File: src/rtl/systolic_writeback_if.sv
// Row-in / byte-write-out bus for the systolic result drain stage.
// master = writeback stage, slave = upstream row source plus memory arbiter.
interface systolic_writeback_if #(
  parameter int DATA_W = 8,
  parameter int COLS   = 4,
  parameter int ADDR_W = 5
);
  logic                   in_valid;
  logic                   in_ready;
  logic [COLS*DATA_W-1:0] row_data;
  logic                   mem_req;
  logic                   mem_gnt;
  logic [ADDR_W-1:0]      mem_addr;
  logic [DATA_W-1:0]      mem_wdata;

  modport master (
    input  in_valid,
    input  row_data,
    input  mem_gnt,
    output in_ready,
    output mem_req,
    output mem_addr,
    output mem_wdata
  );

  modport slave (
    output in_valid,
    output row_data,
    output mem_gnt,
    input  in_ready,
    input  mem_req,
    input  mem_addr,
    input  mem_wdata
  );
endinterface

File: src/rtl/systolic_writeback.sv
// Drains finished result rows into Feature Memory one byte per grant.
// Optional WB_CHECKSUM_EN adds a running sum of granted write data.
module systolic_writeback #(
  parameter int DATA_W    = 8,
  parameter int COLS      = 4,
  parameter int ROWS      = 4,
  parameter int ADDR_W    = 5,
  parameter int BASE_ADDR = 16
) (
  input  logic clk,
  input  logic rst,
  input  logic start,
  systolic_writeback_if.master bus,
  output logic busy,
  output logic done
`ifdef WB_CHECKSUM_EN
  ,
  output logic [DATA_W+ADDR_W-1:0] checksum
`endif
);

  localparam int CW = (COLS > 1) ? $clog2(COLS) : 1;
  localparam int RW = (ROWS > 1) ? $clog2(ROWS) : 1;
  localparam logic [CW-1:0] COL_LAST = CW'(COLS - 1);
  localparam logic [RW-1:0] ROW_LAST = RW'(ROWS - 1);

  typedef enum logic [1:0] {
    IDLE,
    WRITE,
    DONE
  } state_t;

  state_t                 state;
  logic [RW-1:0]          row_idx;
  logic [CW-1:0]          col_idx;
  logic [CW-1:0]          col_nxt;
  logic [COLS*DATA_W-1:0] row_q;
  logic                   accept;

  assign col_nxt = col_idx + CW'(1);
  assign accept  = (state == IDLE) && bus.in_ready && bus.in_valid;

  // Address math done in int, then truncated so it wraps modulo 2^ADDR_W.
  function automatic logic [ADDR_W-1:0] addr_of(
    input logic [RW-1:0] r,
    input logic [CW-1:0] c
  );
    int a;
    a = BASE_ADDR + COLS * int'(r) + int'(c);
    return a[ADDR_W-1:0];
  endfunction

  always_ff @(posedge clk or negedge rst) begin
    if (!rst) begin
      state         <= IDLE;
      row_idx       <= '0;
      col_idx       <= '0;
      row_q         <= '0;
      bus.in_ready  <= 1'b0;
      bus.mem_req   <= 1'b0;
      bus.mem_addr  <= '0;
      bus.mem_wdata <= '0;
      busy          <= 1'b0;
      done          <= 1'b0;
    end else if (start) begin
      state        <= IDLE;
      row_idx      <= '0;
      col_idx      <= '0;
      bus.in_ready <= 1'b1;
      bus.mem_req  <= 1'b0;
      busy         <= 1'b0;
      done         <= 1'b0;
    end else begin
      unique case (state)
        IDLE: begin
          done <= 1'b0;
          if (accept) begin
            state         <= WRITE;
            row_q         <= bus.row_data;
            col_idx       <= '0;
            bus.in_ready  <= 1'b0;
            bus.mem_req   <= 1'b1;
            busy          <= 1'b1;
            bus.mem_addr  <= addr_of(row_idx, '0);
            bus.mem_wdata <= bus.row_data[DATA_W-1:0];
          end else begin
            bus.in_ready <= 1'b1;
          end
        end
        WRITE: begin
          if (bus.mem_gnt) begin
            if (col_idx == COL_LAST) begin
              col_idx     <= '0;
              bus.mem_req <= 1'b0;
              busy        <= 1'b0;
              if (row_idx == ROW_LAST) begin
                row_idx <= '0;
                state   <= DONE;
                done    <= 1'b1;
              end else begin
                row_idx      <= row_idx + RW'(1);
                state        <= IDLE;
                bus.in_ready <= 1'b1;
              end
            end else begin
              col_idx       <= col_nxt;
              bus.mem_addr  <= addr_of(row_idx, col_nxt);
              bus.mem_wdata <= row_q[int'(col_nxt)*DATA_W +: DATA_W];
            end
          end
        end
        DONE: begin
          state        <= IDLE;
          done         <= 1'b0;
          bus.in_ready <= 1'b1;
        end
        default: begin
          state        <= IDLE;
          bus.in_ready <= 1'b0;
          bus.mem_req  <= 1'b0;
          busy         <= 1'b0;
          done         <= 1'b0;
        end
      endcase
    end
  end

`ifdef WB_CHECKSUM_EN
  logic grant;
  assign grant = bus.mem_req && bus.mem_gnt;

  always_ff @(posedge clk or negedge rst) begin
    if (!rst) begin
      checksum <= '0;
    end else if (start) begin
      checksum <= '0;
    end else if (grant) begin
      checksum <= checksum + {{ADDR_W{1'b0}}, bus.mem_wdata};
    end
  end
`endif

endmodule
File: src/flat_wrapper.sv
// flat-port wrapper written by rule: the top's interface ports become plain ports
module systolic_writeback_flat 
#(
  parameter int DATA_W    = 8,
  parameter int COLS      = 4,
  parameter int ROWS      = 4,
  parameter int ADDR_W    = 5,
  parameter int BASE_ADDR = 16
)
  (clk, rst, start, busy, done, bus_in_valid, bus_row_data, bus_mem_gnt, bus_in_ready, bus_mem_req, bus_mem_addr, bus_mem_wdata);
  systolic_writeback_if #(.DATA_W(DATA_W), .COLS(COLS), .ADDR_W(ADDR_W)) bus_i ();
  input  logic clk;
  input  logic rst;
  input  logic start;
  output logic busy;
  output logic done;
  input wire logic [$bits(bus_i.in_valid)-1:0] bus_in_valid;
  input wire logic [$bits(bus_i.row_data)-1:0] bus_row_data;
  input wire logic [$bits(bus_i.mem_gnt)-1:0] bus_mem_gnt;
  output wire logic [$bits(bus_i.in_ready)-1:0] bus_in_ready;
  output wire logic [$bits(bus_i.mem_req)-1:0] bus_mem_req;
  output wire logic [$bits(bus_i.mem_addr)-1:0] bus_mem_addr;
  output wire logic [$bits(bus_i.mem_wdata)-1:0] bus_mem_wdata;
  assign bus_i.in_valid = bus_in_valid;
  assign bus_i.row_data = bus_row_data;
  assign bus_i.mem_gnt = bus_mem_gnt;
  assign bus_in_ready = bus_i.in_ready;
  assign bus_mem_req = bus_i.mem_req;
  assign bus_mem_addr = bus_i.mem_addr;
  assign bus_mem_wdata = bus_i.mem_wdata;
  systolic_writeback #(.DATA_W(DATA_W), .COLS(COLS), .ROWS(ROWS), .ADDR_W(ADDR_W), .BASE_ADDR(BASE_ADDR)) u_core (.clk(clk), .rst(rst), .start(start), .bus(bus_i), .busy(busy), .done(done));
endmodule
File: config.mk
export PLATFORM = sky130hd
export DESIGN_NAME = systolic_writeback_flat
export DESIGN_NICKNAME = d
export VERILOG_FILES = /design/src/rtl/systolic_writeback_if.sv /design/src/rtl/systolic_writeback.sv /design/src/flat_wrapper.sv
export SDC_FILE = /design/constraint.sdc
export NUM_CORES = 1
export LEC_CHECK = 0
export CORE_MARGIN = 2
export CORE_UTILIZATION = 35
export CTS_CLUSTER_DIAMETER = 40
export DETAILED_ROUTE_END_ITERATION = 10
export PLACE_DENSITY = 0.69
export SLEW_MARGIN = 40
export SYNTH_ARGS = -nofsm -noshare
export SYNTH_HDL_FRONTEND = slang
export SYNTH_SLANG_ARGS = --single-unit
File: constraint.sdc
create_clock -name clk -period 3.07 [get_ports clk]
set_clock_uncertainty 0.1 [all_clocks]
set_input_delay 0.614 -clock clk [delete_from_list [all_inputs] [get_ports clk]]
set_output_delay 0.614 -clock clk [all_outputs]
set_load 0.005 [all_outputs]
== Word-level counts from Yosys, hierarchy flattened ==
Cells that the tools add are included.

* Equal/unequal tests: 13
* Add/subtract/negate cells: 4
* $lt $le $gt $ge: 0
* Div/mod/pow operators: 0
* Reduce and logical (&&, ||, !) cells: 16
* Shift-type cells: 1
* Bitwise logic cells: 1
* Mux-type cells: 40
* $mul: 0

{| class="wikitable"
|+ Operator list
! kind !! count
|-
| $shiftx A32 B6 Y8 || 1
|-
| $mux W2 || 14
|-
| $mux W8 || 3
|-
| $reduce_and A3 Y1 || 6
|-
| $pmux W8 S2 || 1
|-
| $mux W5 || 3
|-
| $mux W1 || 14
|-
| $pmux W5 S2 || 1
|-
| $ne A3 B2 Y1 const B || 3
|-
| $pmux W2 S2 || 2
|-
| $reduce_bool A2 Y1 || 4
|-
| $eq A2 B2 Y1 const B || 3
|-
| $ne A2 B2 Y1 const B || 3
|-
| $ne A3 B3 Y1 const B || 2
|-
| $pmux W1 S3 || 2
|-
| $add A5 B3 Y5 || 1
|-
| $add A5 B4 Y5 const A || 1
|-
| $reduce_and A5 Y1 || 1
|-
| $add A2 B1 Y2 const B || 2
|-
| $reduce_and A4 Y1 || 1
|-
| $reduce_bool A3 Y1 || 1
|-
| $eq A2 B1 Y1 const B || 1
|-
| $logic_and A1 B1 Y1 || 2
|-
| $logic_not A2 Y1 || 1
|-
| 2 further kinds || 2
|}

* ROM bits: 0
* Bits in latches: 0
* Output and inout bits: 17
* Register bits after elaboration: 54
* RAM bits: 0
* Input port bits: 37
* Memories kept: 0
* Word-level logic and storage cells: 84

== Logic depth before layout (Yosys ltp) ==
* Depth in word-level cells: 6
* Depth in mapped cells: 8
* Mapped depth without buffers: 6

== Worst setup path after synthesis ==
OpenSTA, ideal clock, no wires.

* Path type: register to register
* Start: reg u_core.state[1]
* End: reg u_core.bus.mem_addr[2]
* Path buffers: 1
* Cell stages (with the launch flop): 7
* Required time: 2.845 ns
* Setup slack: 1.330 ns
* Clock period less this slack: 1.740 ns
* Arrival time: 1.515 ns
* Setup time: 0.125 ns
* Cells stage by stage: dfrtp_1 inv_1 ha_1 buf_6 mux2i_1 nor3_4 mux2_2

* Longest elaborated chain between the ends: 5
* Elaborated cells between the ends (all ways): 10
* Those cells by class: 4 x eq/ne; 1 x mux; 5 x reduce/logical

{| class="wikitable"
|+ RTL lines
! what !! line !! RTL
|-
| from (decl) || systolic_writeback.sv:33 || <nowiki>state_t state;</nowiki>
|-
| from (signal assigned) || systolic_writeback.sv:55 || <nowiki>state <= IDLE;</nowiki>
|-
| from (signal assigned) || systolic_writeback.sv:66 || <nowiki>state <= IDLE;</nowiki>
|-
| from (signal assigned) || systolic_writeback.sv:78 || <nowiki>state <= WRITE;</nowiki>
|-
| $logic_not A2 Y1 || systolic_writeback.sv:41, systolic_writeback.sv:74 ||
|-
| $logic_and A1 B1 Y1 (2 in series) || systolic_writeback.sv:41 || <nowiki>assign accept = (state == IDLE) && bus.in_ready && bus.in_valid;</nowiki>
|-
| $ne A2 B1 Y1 (no line) || -- ||
|-
| $reduce_and A5 Y1 (no line) || -- ||
|-
| to (signal assigned) || systolic_writeback.sv:84 || <nowiki>bus.mem_addr <= addr_of(row_idx, '0);</nowiki>
|-
| to (signal assigned) || systolic_writeback.sv:107 || <nowiki>bus.mem_addr <= addr_of(row_idx, col_nxt);</nowiki>
|-
| to (decl) || systolic_writeback_if.sv:22 || <nowiki>output mem_addr,</nowiki>
|}

Several ways; a longest one is shown, not always the timed one.
A chain may end at the register's enable or synchronous reset.

== Final worst setup path ==
* Start: reg u_core.state[1]
* End: reg u_core.bus.mem_wdata[7]

* Longest elaborated chain between the ends: 5
* Elaborated cells between the ends (all ways): 10
* Those cells by class: 4 x eq/ne; 1 x mux; 5 x reduce/logical

{| class="wikitable"
|+ RTL lines
! what !! line !! RTL
|-
| $logic_not A2 Y1 || systolic_writeback.sv:41, systolic_writeback.sv:74 ||
|-
| $logic_and A1 B1 Y1 (2 in series) || systolic_writeback.sv:41 ||
|-
| $ne A2 B1 Y1 (no line) || -- ||
|-
| $reduce_and A5 Y1 (no line) || -- ||
|-
| to (signal assigned) || systolic_writeback.sv:85 || <nowiki>bus.mem_wdata <= bus.row_data[DATA_W-1:0];</nowiki>
|-
| to (signal assigned) || systolic_writeback.sv:108 || <nowiki>bus.mem_wdata <= row_q[int'(col_nxt)*DATA_W +: DATA_W];</nowiki>
|-
| to (decl) || systolic_writeback_if.sv:23 || <nowiki>output mem_wdata</nowiki>
|}

Several ways; a longest one is shown, not always the timed one.

==> impl_metrics.yaml <==
outcome:
  status: "finished clean"
die:
  die-area_um2: 8523
  initial_utilization: 0.3570
  die_x_um: 92.32
  row_count: 32
  chipHeight_um: 92.32
  io_pins: 54
  fp.coreArea_um2: 7647
layout:
  fin_cells: 361
  nNetsFinal: 301
  num_antenna_cells: 0
  utilization: 0.4483
  nFillCells: 696
  drive_gt1_frac: 0.2857
  area.growth.synth_to_final_pct: 25.57
global_routing:
  grt_max_degree: 33
  grt-ovfl-total: 0
  antenna_found_initial: 0
  grt_pass1_wl_mm: 8.838
  track_usage: 0.1334
  grt_pass1_vias: 1716
power:
  powerDensity_nw_per_um2: 840.2
  finalPower_mw: 2.880
  peakVddDrop_mv: 0.3486
  leakage_nw: 1.533
yosys:
  synth_top_family_by_area: "multiplexers"
  syn_nets: 246
  seq_area_frac_synth: 0.4950
  yosysTopAreaCellShare: 0.4950
  synthAdderAreaFrac: 0.02750
  yosysWarnings: 0
  synth_area_um2: 2730
  synth_cells: 203
  synth-simple-area-share: 0.08891
  yosys.area.top_type: "dfrtp_1"
  synth.area.top_cells: "dfrtp_1, mux2_4, mux2_2"
  ys_types: 37
  muxShareOfSynthArea: 0.2511
  synth_compound_area_frac: 0.09166
  synthXorXnorAreaFrac: 0
  avgSynthCellArea_um2: 13.45
  synth-seq-cells: 54
hold_path:
  min_path_type: "in2async"
clock_network:
  path_clk_slew_ns: 0.10
  cts_hold_buf: 0
  cts_resized: 0
  post_cts.repair.setup_buffers: 0
  cts_htree_levels: 2
  clk_latency_ns: 0.32
  cts_tree: "built"
  max-clock-path-buffers: 2
  root_buffer: "clkbuf_8"
  numCtsBuffers: 5
  cts_sinks: 54
critical_path:
  r2r_setup_slack_ns: 0.78
  critPathMaxFanout: 9
  cp_num_buf_inv: 2
  critPathArrivalTime_ns: 2.44
  slowest_stage: "nor2_1"
  crit_family: "simple AND/OR/NAND/NOR gates"
  path_class: "reg2reg"
  worstPathCellList: "inv_1 > ha_1 > inv_2 > nor2_1 > a221oi_1 > a21oi_2"
  max_stage_delay_ns: 0.52
  crit_path_end_kind: "flip-flop"
  cp.required_ns: 3.22
  start_kind: "flip-flop"
detailed_routing:
  viasPerCell: 4.673
  vias: 1687
  drt-initial-drc-count: 81
  wirelength_mm: 5.229
  first_pass_iters: 4
  ant_nets: 0
  routedWlPerCell_um: 14.48
  drc_errors: 0
flow_run:
  drv_cap: 0
timing:
  setup_viol: 0
  drv_slew: 0
  fmaxAchievable_ghz: 0.4367
  finalSetupTns_ns: 0
  rsz0062_at_grt: "false"
  worst_pin_slew_ns: 0.5914
  fin_crit_sh: 0.7460
  finalCriticalPeriod_ns: 2.290
  slew_headroom: 0.6043
  hold_viol_final: 0
placement:
  dp_hpwl_mm: 3.851
  portBuffers: 53
  dp.cells: 353
  place_congestion: 0.7751
-- routing by layer --
| layer | part of all wire | global-route usage | up-vias |
|---|---|---|---|
| met3 | 0.039 | 0.02685 | 7 |
| li1 | - | - | 832 |
| met5 | 0 | 0 | - |
| met4 | 0.017 | 0.05100 | 0 |
| met2 | 0.43 | 0.1819 | 46 |
| met1 | 0.51 | 0.2062 | 802 |
-- cell usage after synthesis (all sizes together) --
cell	instances
dfrtp	54
mux2	42
nor2	20
a21oi	16
buf	10
mux2i	10
a221oi	8
ha	6
inv	6
nand2	6
nand3	4
nand3b	3
nand2b	2
nor2b	2
nor3	2
o21ai	2
or2	2
a21boi	1
a21o	1
a22o	1
o211ai	1
o21a	1
o22ai	1
o31ai	1
or3b	1
-- registers in the layout, summed over array words and instances (netlist names), 2 cells and up --
name	flops
u_core.bus.mem_wdata	8
u_core.bus.mem_addr	5
u_core.state	2
u_core.row_idx	2
u_core.col_idx	2
u_core.row_q	32
-- cells in the final DEF (no fill, tap or decap), drive strengths merged --
| cell | instances |
|---|---|
| nand3b | 3 |
| nor2 | 20 |
| o21a | 1 |
| clkbuf | 5 |
| a22o | 1 |
| nor3 | 2 |
| o211ai | 1 |
| mux2 | 42 |
| nand2 | 6 |
| a21boi | 1 |
| o22ai | 1 |
| buf | 6 |
| ha | 6 |
| or3b | 1 |
| nand3 | 4 |
| clkinv | 2 |
| inv | 7 |
| a21o | 1 |
| nor2b | 2 |
| dfrtp | 54 |
| o31ai | 1 |
| a221oi | 8 |
| or2 | 2 |
| mux2i | 10 |
| clkdlybuf4s50 | 52 |
| nand2b | 2 |
| o21ai | 2 |
| a21oi | 16 |
-- where the power goes --
| group | switching [mW] | internal [mW] |
|---|---|---|
| clock network | 0.255 | 0.170 |
| registers | 0.182 | 1.01 |
| logic | 0.493 | 0.769 |
-- area by class of cell --
| type | instances | area [um2] | area share |
|---|---|---|---|
| Clock buffer | 5 | 68.82 | 0.02007 |
| Inverter | 6 | 22.52 | 0.006569 |
| Clock inverter | 3 | 28.78 | 0.008394 |
| Timing Repair Buffer | 58 | 575.6 | 0.1679 |
| Tap cell | 102 | 127.6 | 0.03723 |
| Sequential cell | 54 | 1351 | 0.3942 |
| Multi-Input combinational cell | 133 | 1254 | 0.3657 |
-- path summary, 6_finish.rpt --
kind	start	end	cells after the start
setup / recovery	u_core.state[1]	u_core.bus.mem_wdata[7]	6
hold / removal	rst	u_core.col_idx[1]	1
setup reg to reg	u_core.state[1]	u_core.bus.mem_wdata[7]	6
hold reg to reg	u_core.bus.mem_addr[4]	u_core.bus.mem_addr[4]	1
max in group asynchronous	rst	u_core.bus.mem_addr[4]	2
min in group clk	u_core.bus.mem_addr[4]	u_core.bus.mem_addr[4]	1
-- cells by family (layout without fill, tap and decap cells) --
kind of cell / after synthesis / after routing
muxes: 52 / 52
buffers and inverters: 16 / 72
adders and majority gates: 6 / 6
AOI/OAI and AO/OA: 33 / 33
and+or+nand+nor: 42 / 42
DFF: 54 / 54
-- through the flow --
stage	setup WS, ns	area (um2)	hold slack (ns)
floorplan	1.330	2730	0.2184
finish	0.7799	3428	0.1547
detailed placement	0.6794	3331	0.3587
CTS	0.7808	3428	0.1650
global route	0.5928	3428	0.1786
global placement	0.7139	3331	0.3514
Note: power is estimated with default switching activity, not from simulation.
